**src/rtl/bsc_wbuf.sv**
```systemverilog
// bsc_wbuf: posted write buffer between the internal bus master and the BSC IBUS port.
// Build option WBUF_MERGE_EN: fold a posted write into the newest un-issued entry with the same word address.
module bsc_wbuf #(
   parameter int unsigned DEPTH = 4
) (
   input  logic        CLK,
   input  logic        RST_N,
   input  logic        CE_R,
   input  logic [31:0] UP_A,
   input  logic [31:0] UP_DI,
   output logic [31:0] UP_DO,
   input  logic [3:0]  UP_BA,
   input  logic        UP_WE,
   input  logic        UP_REQ,
   input  logic        UP_LOCK,
   output logic        UP_BUSY,
   output logic [31:0] DN_A,
   output logic [31:0] DN_DO,
   input  logic [31:0] DN_DI,
   output logic [3:0]  DN_BA,
   output logic        DN_WE,
   output logic        DN_REQ,
   output logic        DN_LOCK,
   input  logic        DN_BUSY,
   output logic        EMPTY
);
   localparam int unsigned AW = (DEPTH > 1) ? $clog2(DEPTH) : 1;
   localparam int unsigned PW = AW + 1;
   localparam int unsigned DW = 32;
   localparam int unsigned BW = 4;

   typedef enum logic [1:0] {
      PT_IDLE  = 2'd0,
      PT_DRAIN = 2'd1,
      PT_ISSUE = 2'd2,
      PT_WAIT  = 2'd3
   } pt_state_e;

   typedef enum logic {
      D_IDLE = 1'b0,
      D_REQ  = 1'b1
   } d_state_e;

   pt_state_e     pt_state_q, pt_state_d;
   d_state_e      d_state_q, d_state_d;
   logic [PW-1:0] wr_ptr_q, wr_ptr_d, rd_ptr_q, rd_ptr_d;
   logic [DW-1:0] mem_a_q   [DEPTH];
   logic [DW-1:0] mem_a_d   [DEPTH];
   logic [DW-1:0] mem_dat_q [DEPTH];
   logic [DW-1:0] mem_dat_d [DEPTH];
   logic [BW-1:0] mem_ba_q  [DEPTH];
   logic [BW-1:0] mem_ba_d  [DEPTH];
   logic [DW-1:0] dn_a_q, dn_a_d, dn_do_q, dn_do_d, up_do_q, up_do_d;
   logic [BW-1:0] dn_ba_q, dn_ba_d;
   logic          dn_we_q, dn_we_d, dn_req_q, dn_req_d, dn_lock_q, dn_lock_d;
   logic          seen_busy_q, seen_busy_d, pt_done_q, pt_done_d;

   logic [AW-1:0] wr_idx, rd_idx;
   logic          full, empty, ext_addr, postable, slot_ok, accept_post, d_load, dn_cpl;

   assign wr_idx   = wr_ptr_q[AW-1:0];
   assign rd_idx   = rd_ptr_q[AW-1:0];
   assign full     = (wr_ptr_q[PW-1] != rd_ptr_q[PW-1]) && (wr_idx == rd_idx);
   assign empty    = (wr_ptr_q == rd_ptr_q);
   // External area: A[31:27] matches 00?00
   assign ext_addr = (UP_A[31:30] == 2'b00) && (UP_A[28:27] == 2'b00);
   assign postable = UP_REQ && UP_WE && !UP_LOCK && ext_addr;
   assign d_load   = (d_state_q == D_IDLE) && !empty
                     && ((pt_state_q == PT_IDLE) || (pt_state_q == PT_DRAIN));
   assign dn_cpl   = dn_req_q && seen_busy_q && !DN_BUSY;

`ifdef WBUF_MERGE_EN
   logic [AW-1:0] new_idx;
   logic          merge_hit;
   assign new_idx   = AW'(wr_ptr_q - PW'(1));
   // The head is off limits once the drain engine has latched or is latching it
   assign merge_hit = postable && !empty
                      && (mem_a_q[new_idx][31:2] == UP_A[31:2])
                      && !((new_idx == rd_idx) && ((d_state_q == D_REQ) || d_load));
   assign slot_ok   = !full || merge_hit;
`else
   assign slot_ok   = !full;
`endif

   assign accept_post = postable && slot_ok && (pt_state_q == PT_IDLE);
   assign UP_BUSY     = UP_REQ && !(accept_post || pt_done_q);

   always_comb begin
      pt_state_d  = pt_state_q;
      d_state_d   = d_state_q;
      wr_ptr_d    = wr_ptr_q;
      rd_ptr_d    = rd_ptr_q;
      mem_a_d     = mem_a_q;
      mem_dat_d   = mem_dat_q;
      mem_ba_d    = mem_ba_q;
      dn_a_d      = dn_a_q;
      dn_do_d     = dn_do_q;
      dn_ba_d     = dn_ba_q;
      dn_we_d     = dn_we_q;
      dn_req_d    = dn_req_q;
      dn_lock_d   = dn_lock_q;
      up_do_d     = up_do_q;
      seen_busy_d = seen_busy_q;
      pt_done_d   = 1'b0;

      // Shared downstream handshake: busy must be seen before a low BUSY counts as completion
      if (dn_req_q && DN_BUSY) seen_busy_d = 1'b1;
      if (dn_cpl) begin
         dn_req_d    = 1'b0;
         seen_busy_d = 1'b0;
      end

      if (accept_post) begin
`ifdef WBUF_MERGE_EN
         if (merge_hit) begin
            for (int i = 0; i < int'(BW); i++) begin
               if (UP_BA[i]) mem_dat_d[new_idx][i*8 +: 8] = UP_DI[i*8 +: 8];
            end
            mem_ba_d[new_idx] = mem_ba_q[new_idx] | UP_BA;
         end else
`endif
         begin
            mem_a_d[wr_idx]   = UP_A;
            mem_dat_d[wr_idx] = UP_DI;
            mem_ba_d[wr_idx]  = UP_BA;
            wr_ptr_d          = wr_ptr_q + PW'(1);
         end
      end

      case (d_state_q)
         D_IDLE: begin
            if (d_load) begin
               dn_a_d    = mem_a_q[rd_idx];
               dn_do_d   = mem_dat_q[rd_idx];
               dn_ba_d   = mem_ba_q[rd_idx];
               dn_we_d   = 1'b1;
               dn_lock_d = 1'b0;
               dn_req_d  = 1'b1;
               d_state_d = D_REQ;
            end
         end
         D_REQ: begin
            if (dn_cpl) begin
               rd_ptr_d  = rd_ptr_q + PW'(1);
               d_state_d = D_IDLE;
            end
         end
         default: d_state_d = D_IDLE;
      endcase

      // pt_done_q blocks a restart on the very request that is being released
      case (pt_state_q)
         PT_IDLE: begin
            if (UP_REQ && !postable && !pt_done_q) pt_state_d = PT_DRAIN;
         end
         PT_DRAIN: begin
            if (empty && (d_state_q == D_IDLE)) pt_state_d = PT_ISSUE;
         end
         PT_ISSUE: begin
            dn_a_d     = UP_A;
            dn_do_d    = UP_DI;
            dn_ba_d    = UP_BA;
            dn_we_d    = UP_WE;
            dn_lock_d  = UP_LOCK;
            dn_req_d   = 1'b1;
            pt_state_d = PT_WAIT;
         end
         PT_WAIT: begin
            if (dn_cpl) begin
               up_do_d    = DN_DI;
               pt_done_d  = UP_REQ;
               pt_state_d = PT_IDLE;
            end
         end
         default: pt_state_d = PT_IDLE;
      endcase
   end

   always_ff @(posedge CLK or negedge RST_N) begin
      if (!RST_N) begin
         pt_state_q  <= PT_IDLE;
         d_state_q   <= D_IDLE;
         wr_ptr_q    <= '0;
         rd_ptr_q    <= '0;
         for (int i = 0; i < int'(DEPTH); i++) begin
            mem_a_q[i]   <= '0;
            mem_dat_q[i] <= '0;
            mem_ba_q[i]  <= '0;
         end
         dn_a_q      <= '0;
         dn_do_q     <= '0;
         dn_ba_q     <= '0;
         dn_we_q     <= 1'b0;
         dn_req_q    <= 1'b0;
         dn_lock_q   <= 1'b0;
         up_do_q     <= '0;
         seen_busy_q <= 1'b0;
         pt_done_q   <= 1'b0;
      end else if (CE_R) begin
         pt_state_q  <= pt_state_d;
         d_state_q   <= d_state_d;
         wr_ptr_q    <= wr_ptr_d;
         rd_ptr_q    <= rd_ptr_d;
         mem_a_q     <= mem_a_d;
         mem_dat_q   <= mem_dat_d;
         mem_ba_q    <= mem_ba_d;
         dn_a_q      <= dn_a_d;
         dn_do_q     <= dn_do_d;
         dn_ba_q     <= dn_ba_d;
         dn_we_q     <= dn_we_d;
         dn_req_q    <= dn_req_d;
         dn_lock_q   <= dn_lock_d;
         up_do_q     <= up_do_d;
         seen_busy_q <= seen_busy_d;
         pt_done_q   <= pt_done_d;
      end
   end

   assign UP_DO   = up_do_q;
   assign DN_A    = dn_a_q;
   assign DN_DO   = dn_do_q;
   assign DN_BA   = dn_ba_q;
   assign DN_WE   = dn_we_q;
   assign DN_REQ  = dn_req_q;
   assign DN_LOCK = dn_lock_q;
   assign EMPTY   = empty && !dn_req_q;

endmodule
```
**config.mk**
```make
export PLATFORM = sky130hd
export DESIGN_NAME = bsc_wbuf
export DESIGN_NICKNAME = d
export VERILOG_FILES = /design/src/rtl/bsc_wbuf.sv
export SDC_FILE = /design/constraint.sdc
export NUM_CORES = 1
export LEC_CHECK = 0
export ABC_AREA = 1
export BUFFER_PORTS_ARGS = -buffer_cell sky130_fd_sc_hd__buf_4
export CORE_MARGIN = 1.5
export CORE_UTILIZATION = 29
export DETAILED_ROUTE_END_ITERATION = 12
export PLACE_DENSITY = 0.5
export SLEW_MARGIN = 20
export SYNTH_ARGS = -nofsm -noshare
export SYNTH_HDL_FRONTEND = slang
export SYNTH_SLANG_ARGS = --single-unit
```
**constraint.sdc**
```tcl
create_clock -name CLK -period 1.6 [get_ports CLK]
set_input_delay 0.08 -clock CLK [delete_from_list [all_inputs] [get_ports CLK]]
set_output_delay 0.08 -clock CLK [all_outputs]
set_load 0.02 [all_outputs]
```
After elaboration in Yosys (flattened, before gate mapping)
Index checks and enable logic that the tools add are counted.

storage, ports and cells
  register bits = 386
  output and inout port bits = 105
  word-level logic and storage cells = 128

cells by class
  add/sub/neg operators = 2
  magnitude comparators = 3
  equality and inequality tests = 10
  muxes and demuxes = 46
  bitwise logic cells = 3
  reduce and logical (&&, ||, !) cells = 39

operator list
  kind                 number
  $mux 32              11
  $bwmux 128           2
  $bmux 32 s2          2
  $demux 32 s2         1
  $mux 4               6
  $logic_and 1x1->1    18
  $bwmux 16            1
  $mux 1               16
  $reduce_and 3->1     3
  $bmux 4 s2           1
  $demux 4 s2          1
  $logic_not 1->1      8
  $pmux 2 s4           1
  $add 3x1->3 const B  2
  $ge 3x3->1 const B   2
  $logic_not 2->1      3
  $mux 2               3
  $ne 2x1->1 const B   3
  $not 2->3            2
  $eq 2x2->1 const B   2
  $reduce_and 2->1     2
  $reduce_and 4->1     1
  $reduce_bool 2->1    2
  $eq 3x3->1           1
  8 further kinds      9

Depth between registers and ports, before layout
  word-level depth = 8
  gate-level depth with buffers = 10
  gate-level depth less buffers = 10

Worst setup path after synthesis
Ideal clock, no wire load.

  path type = reg-to-reg
  from = register pt_state_q[0]
  to = register mem_a_q[22] (netlist bit)
  library setup time = 116 ps
  data arrival time = 1,646 ps
  required time = 1,484 ps
  slack = -163 ps
  cell stages (with the launch flop) = 10
  buffers on the path = 2
  clock period less this slack = 1,763 ps
  cell sequence = dfrtp_1 inv_1 ha_1 nand3_1 nor2_4 nand4_1 buf_4 buf_2 nand2_1 nand2_1

between the ends
  cells in the longest elaborated chain, start to end = 3

ends and longest elaborated chain
  what                        RTL line  text
  start, declared             44        pt_state_e pt_state_q, pt_state_d;
  start signal, assigned      200       pt_state_q <= pt_state_d;
  $logic_not 2->1             85        assign accept_post = postable && slot_ok && (pt_state_q == PT_IDLE);
  $logic_and 1x1->1           85
  $reduce_and 2->1 (no line)  -
  end signal, assigned        204       mem_a_q <= mem_a_d;
  end, declared               47        logic [DW-1:0] mem_a_q [DEPTH];

No other way between the ends.
A chain may end at the register's enable or synchronous reset.

Worst setup path in the final report
  from = register pt_state_q[1]
  to = register mem_dat_q[46] (netlist bit)

between the ends
  cells in the longest elaborated chain, start to end = 3

ends and longest elaborated chain
  what                        RTL line  text
  $logic_not 2->1             85
  $logic_and 1x1->1           85
  $reduce_and 2->1 (no line)  -
  end signal, assigned        205       mem_dat_q <= mem_dat_d;
  end, declared               49        logic [DW-1:0] mem_dat_q [DEPTH];

No other way between the ends.

==> flow_metrics.py <==
metrics = {
    "status": {
        "status": "finished with violations",
        "violations": "negative setup slack",
    },
    "synthesis": {
        "synthFlopType": "dfrtp_1",
        "synth_most_common_cell": "nand2_1",
        "synth_area_leader_cell": "dfrtp_1",
        "ys_seq_elements": 386,
        "synth_cell_type_count": 26,
        "synthTopCellsByCount": "nand2_1, dfrtp_1, nand3_1",
        "avgSynthCellArea_um2": 7.71,
        "yosys_warnings": 0,
        "ys_seq_area_share_pct": 55.0,
        "synthTopCellsByArea": "dfrtp_1, nand2_1, nand3_1, clkbuf_1, buf_2",
        "netlist.area_leader.share_pct": 55.0,
        "synth_area_um2": 17600,
        "synthCells": 2278,
        "synth-edff-count": 0,
        "async_flop_share_pct": 100,
        "syn-num-nets": 2394,
    },
    "clock_tree": {
        "clock_sinks": 386,
        "root_buffer": "clkbuf_16",
        "clk-insertion-delay-late_ns": 0.60,
        "cts_buffers": 46,
        "ctsLongestPathBuffers": 3,
        "cts_tree": "built",
        "cts_htree_levels": 2,
        "clkTransAtPathRegs_ns": 0.06,
    },
    "global_route": {
        "grt_overflow": 0,
        "grt_usage_pct": 20.2,
        "grt_pass1_vias": 16715,
        "grt_max_degree": 77,
        "grt_pass1_wl_um": 97900,
        "antenna_found_initial": 1,
    },
    "critical_path": {
        "critPathMostFrequentCell": "buf_12",
        "cpPeakStageDelay_ns": 0.40,
        "crit_type": "reg -> reg",
        "cp.arrival_ns": 2.46,
        "start_kind": "register",
        "worstSetupEndpointType": "register",
        "cp_data_required_time_ns": 2.12,
        "cp_cell_sequence": "inv_2 > ha_4 > nand3_4 > nor2_4 > buf_6 > nand3_4 > buf_12 > nor2_4 > buf_12 > buf_12 > buf_16 > nand2_2 > nand2_1",
        "critPathTopFamily": "buffers and inverters",
        "cp_max_fo": 7,
        "cpMaxStageDelayCell": "dfrtp_1",
        "critical_path_buf_inv_count": 6,
    },
    "route": {
        "wire_per_inst_um": 19.3,
        "routed_wl_um": 68000,
        "vias": 16793,
        "drc": 0,
        "ant_nets": 0,
        "drt_pass1_iterations": 5,
        "avgViaCountPerCell": 4.76,
        "drtIter0Drc": 1063,
    },
    "job": {
        "timing.max_cap.violations": 0,
    },
    "power": {
        "leakagePower_nw": 14.3,
        "irDropWorstVdd_uv": 921,
        "power_density_nw_per_um2": 1390,
    },
    "timing": {
        "clock_skew_ns": 0.0231,
        "fin_crit_sh_pct": 121,
        "min_period_ns": 1.94,
        "fmax_mhz": 516,
        "hold_ws_ns": 0.0759,
        "setup_violations": 380,
        "rsz0062_at_grt": "yes",
        "final.setup.worst_slack_ns": -0.339,
        "tightest_slew_ns": 0.868,
        "slew_viol_final": 0,
        "finalHoldViolations": 0,
        "relSlewSlack_pct": 41.9,
    },
    "layout": {
        "area_growth_pct": 51.6,
        "layout.nets": 2830,
        "drive_above_1_share_pct": 28.4,
        "antenna_cells": 0,
        "fill_cells": 5872,
    },
    "place": {
        "place_hpwl_um": 35500,
        "io_buffers": 211,
        "place_ws_ns": -0.324,
        "gp_congestion": 0.775,
    },
    "floorplanning": {
        "die_width_um": 249,
        "core_um2": 60100,
        "die_area_um2": 62000,
        "io_pins": 212,
        "die_y_um": 249,
        "initial_utilization_pct": 29.2,
        "rows": 90,
    },
    "hold_path": {
        "hp-class": "in -> async",
    },
}
flip-flops by register name, indices dropped and copies added (netlist names):
name         count
rd_ptr_q         3
DN_LOCK          1
UP_DO           32
DN_A            32
pt_state_q       2
wr_ptr_q         3
pt_done_q        1
mem_a_q        128
seen_busy_q      1
d_state_q        1
mem_ba_q        16
DN_BA            4
DN_DO           32
DN_REQ           1
mem_dat_q      128
DN_WE            1
timing repair:
action / in CTS / in global routing
gates resized for setup: 167 / 256
setup endpoints to repair: 370 / 382
pin swaps: 34 / 70
setup buffers: 39 / 22
cloned: 32 / 22
hold buffers: 107 / 0
endpoints found under the hold margin: 746 / 0
kinds of logic after synthesis:
| group | count (synthesis) | synth area share (%) |
|---|---|---|
| xor+xnor | 4 | 0.242 |
| flops | 386 | 55.0 |
| fa+ha+maj | 9 | 0.641 |
| compound gates | 8 | 0.228 |
| mux | 33 | 2.11 |
| buf+inv | 170 | 4.20 |
| simple gates | 1668 | 37.6 |
cell usage in the layout, fill, tap and decap left out, drive strengths merged:
master       Yosys  final
a21oi            2      2
buf             67    396
bufinv           0      5
clkbuf          64     77
clkinv           1     15
clkinvlp         0      1
dfrtp          386    386
dlygate4sd3      0    107
ha               9      9
inv             38     38
mux2            32     32
mux2i            1      1
nand2         1431   1431
nand3          214    214
nand4            5      5
nor2            16     16
nor3             1      1
o21ai            6      6
or2              1      1
xnor2            1      1
xor2             3      3
metal layers:
metal  vias up  part of all wire [%]  global-route usage (%)
li1       7922                     -                       -
met1      8198                    44                    26.9
met2       552                    48                    32.7
met3       119                   5.1                    3.53
met4         2                   2.7                    7.79
met5         -                 0.018                       0
worst register-to-register path: stages (launching register included):
cell and delay, ns:
dfrtp_1 0.40, inv_2 0.09, ha_4 0.15, nand3_4 0.07, nor2_4 0.10, buf_6 0.12
nand3_4 0.10, buf_12 0.16, nor2_4 0.13, buf_12 0.19, buf_12 0.14, buf_16 0.14
nand2_2 0.05, nand2_1 0.05
path summary, 6_finish.rpt:
check                                    from             to  slack, ns  depth (start not counted)
worst max-delay path            pt_state_q[1]  mem_dat_q[46]      -0.34                         13
worst min-delay path                    RST_N  mem_dat_q[66]       0.08                          3
worst max register to register  pt_state_q[1]  mem_dat_q[46]      -0.34                         13
worst min register to register    mem_a_q[92]    mem_a_q[92]       0.47                          2
max in group asynchronous               RST_N    mem_a_q[90]       0.23                          3
min in group CLK                       UP_REQ  pt_state_q[1]       0.12                          7
where the power goes:
group	switching (mW)	internal (mW)	total, mW
Clock	4.45	6.57	11.0
Combinational	8.66	5.68	14.3
Sequential	0.714	11.0	11.7
Total	13.8	23.3	37.1
metrics by stage:
step,std cells,area [um^2],util [%],power (mW),TNS [ns]
after floorplan,2278,17600,-,18.3,-8.65
after global placement,3242,21000,34.9,23.9,-54.93
final,3529,26600,44.3,37.1,-90.90
after global routing,3529,26600,44.3,39.0,-121.60
after CTS,3500,25400,42.3,35.7,-80.69
after detailed placement,3242,21000,34.9,24.0,-66.98
area by class of cell:
| type | instances | area (um^2) | area share [%] |
|---|---|---|---|
| clock buffer | 61 | 1310 | 4.91 |
| clock inverter | 20 | 279 | 1.05 |
| inverter | 39 | 168 | 0.630 |
| multi-input combinational | 1722 | 8190 | 30.7 |
| sequential | 386 | 9670 | 36.3 |
| tap | 782 | 978 | 3.68 |
| timing repair buffer | 519 | 6040 | 22.7 |
No activity file was read; power rests on OpenSTA's default activity.
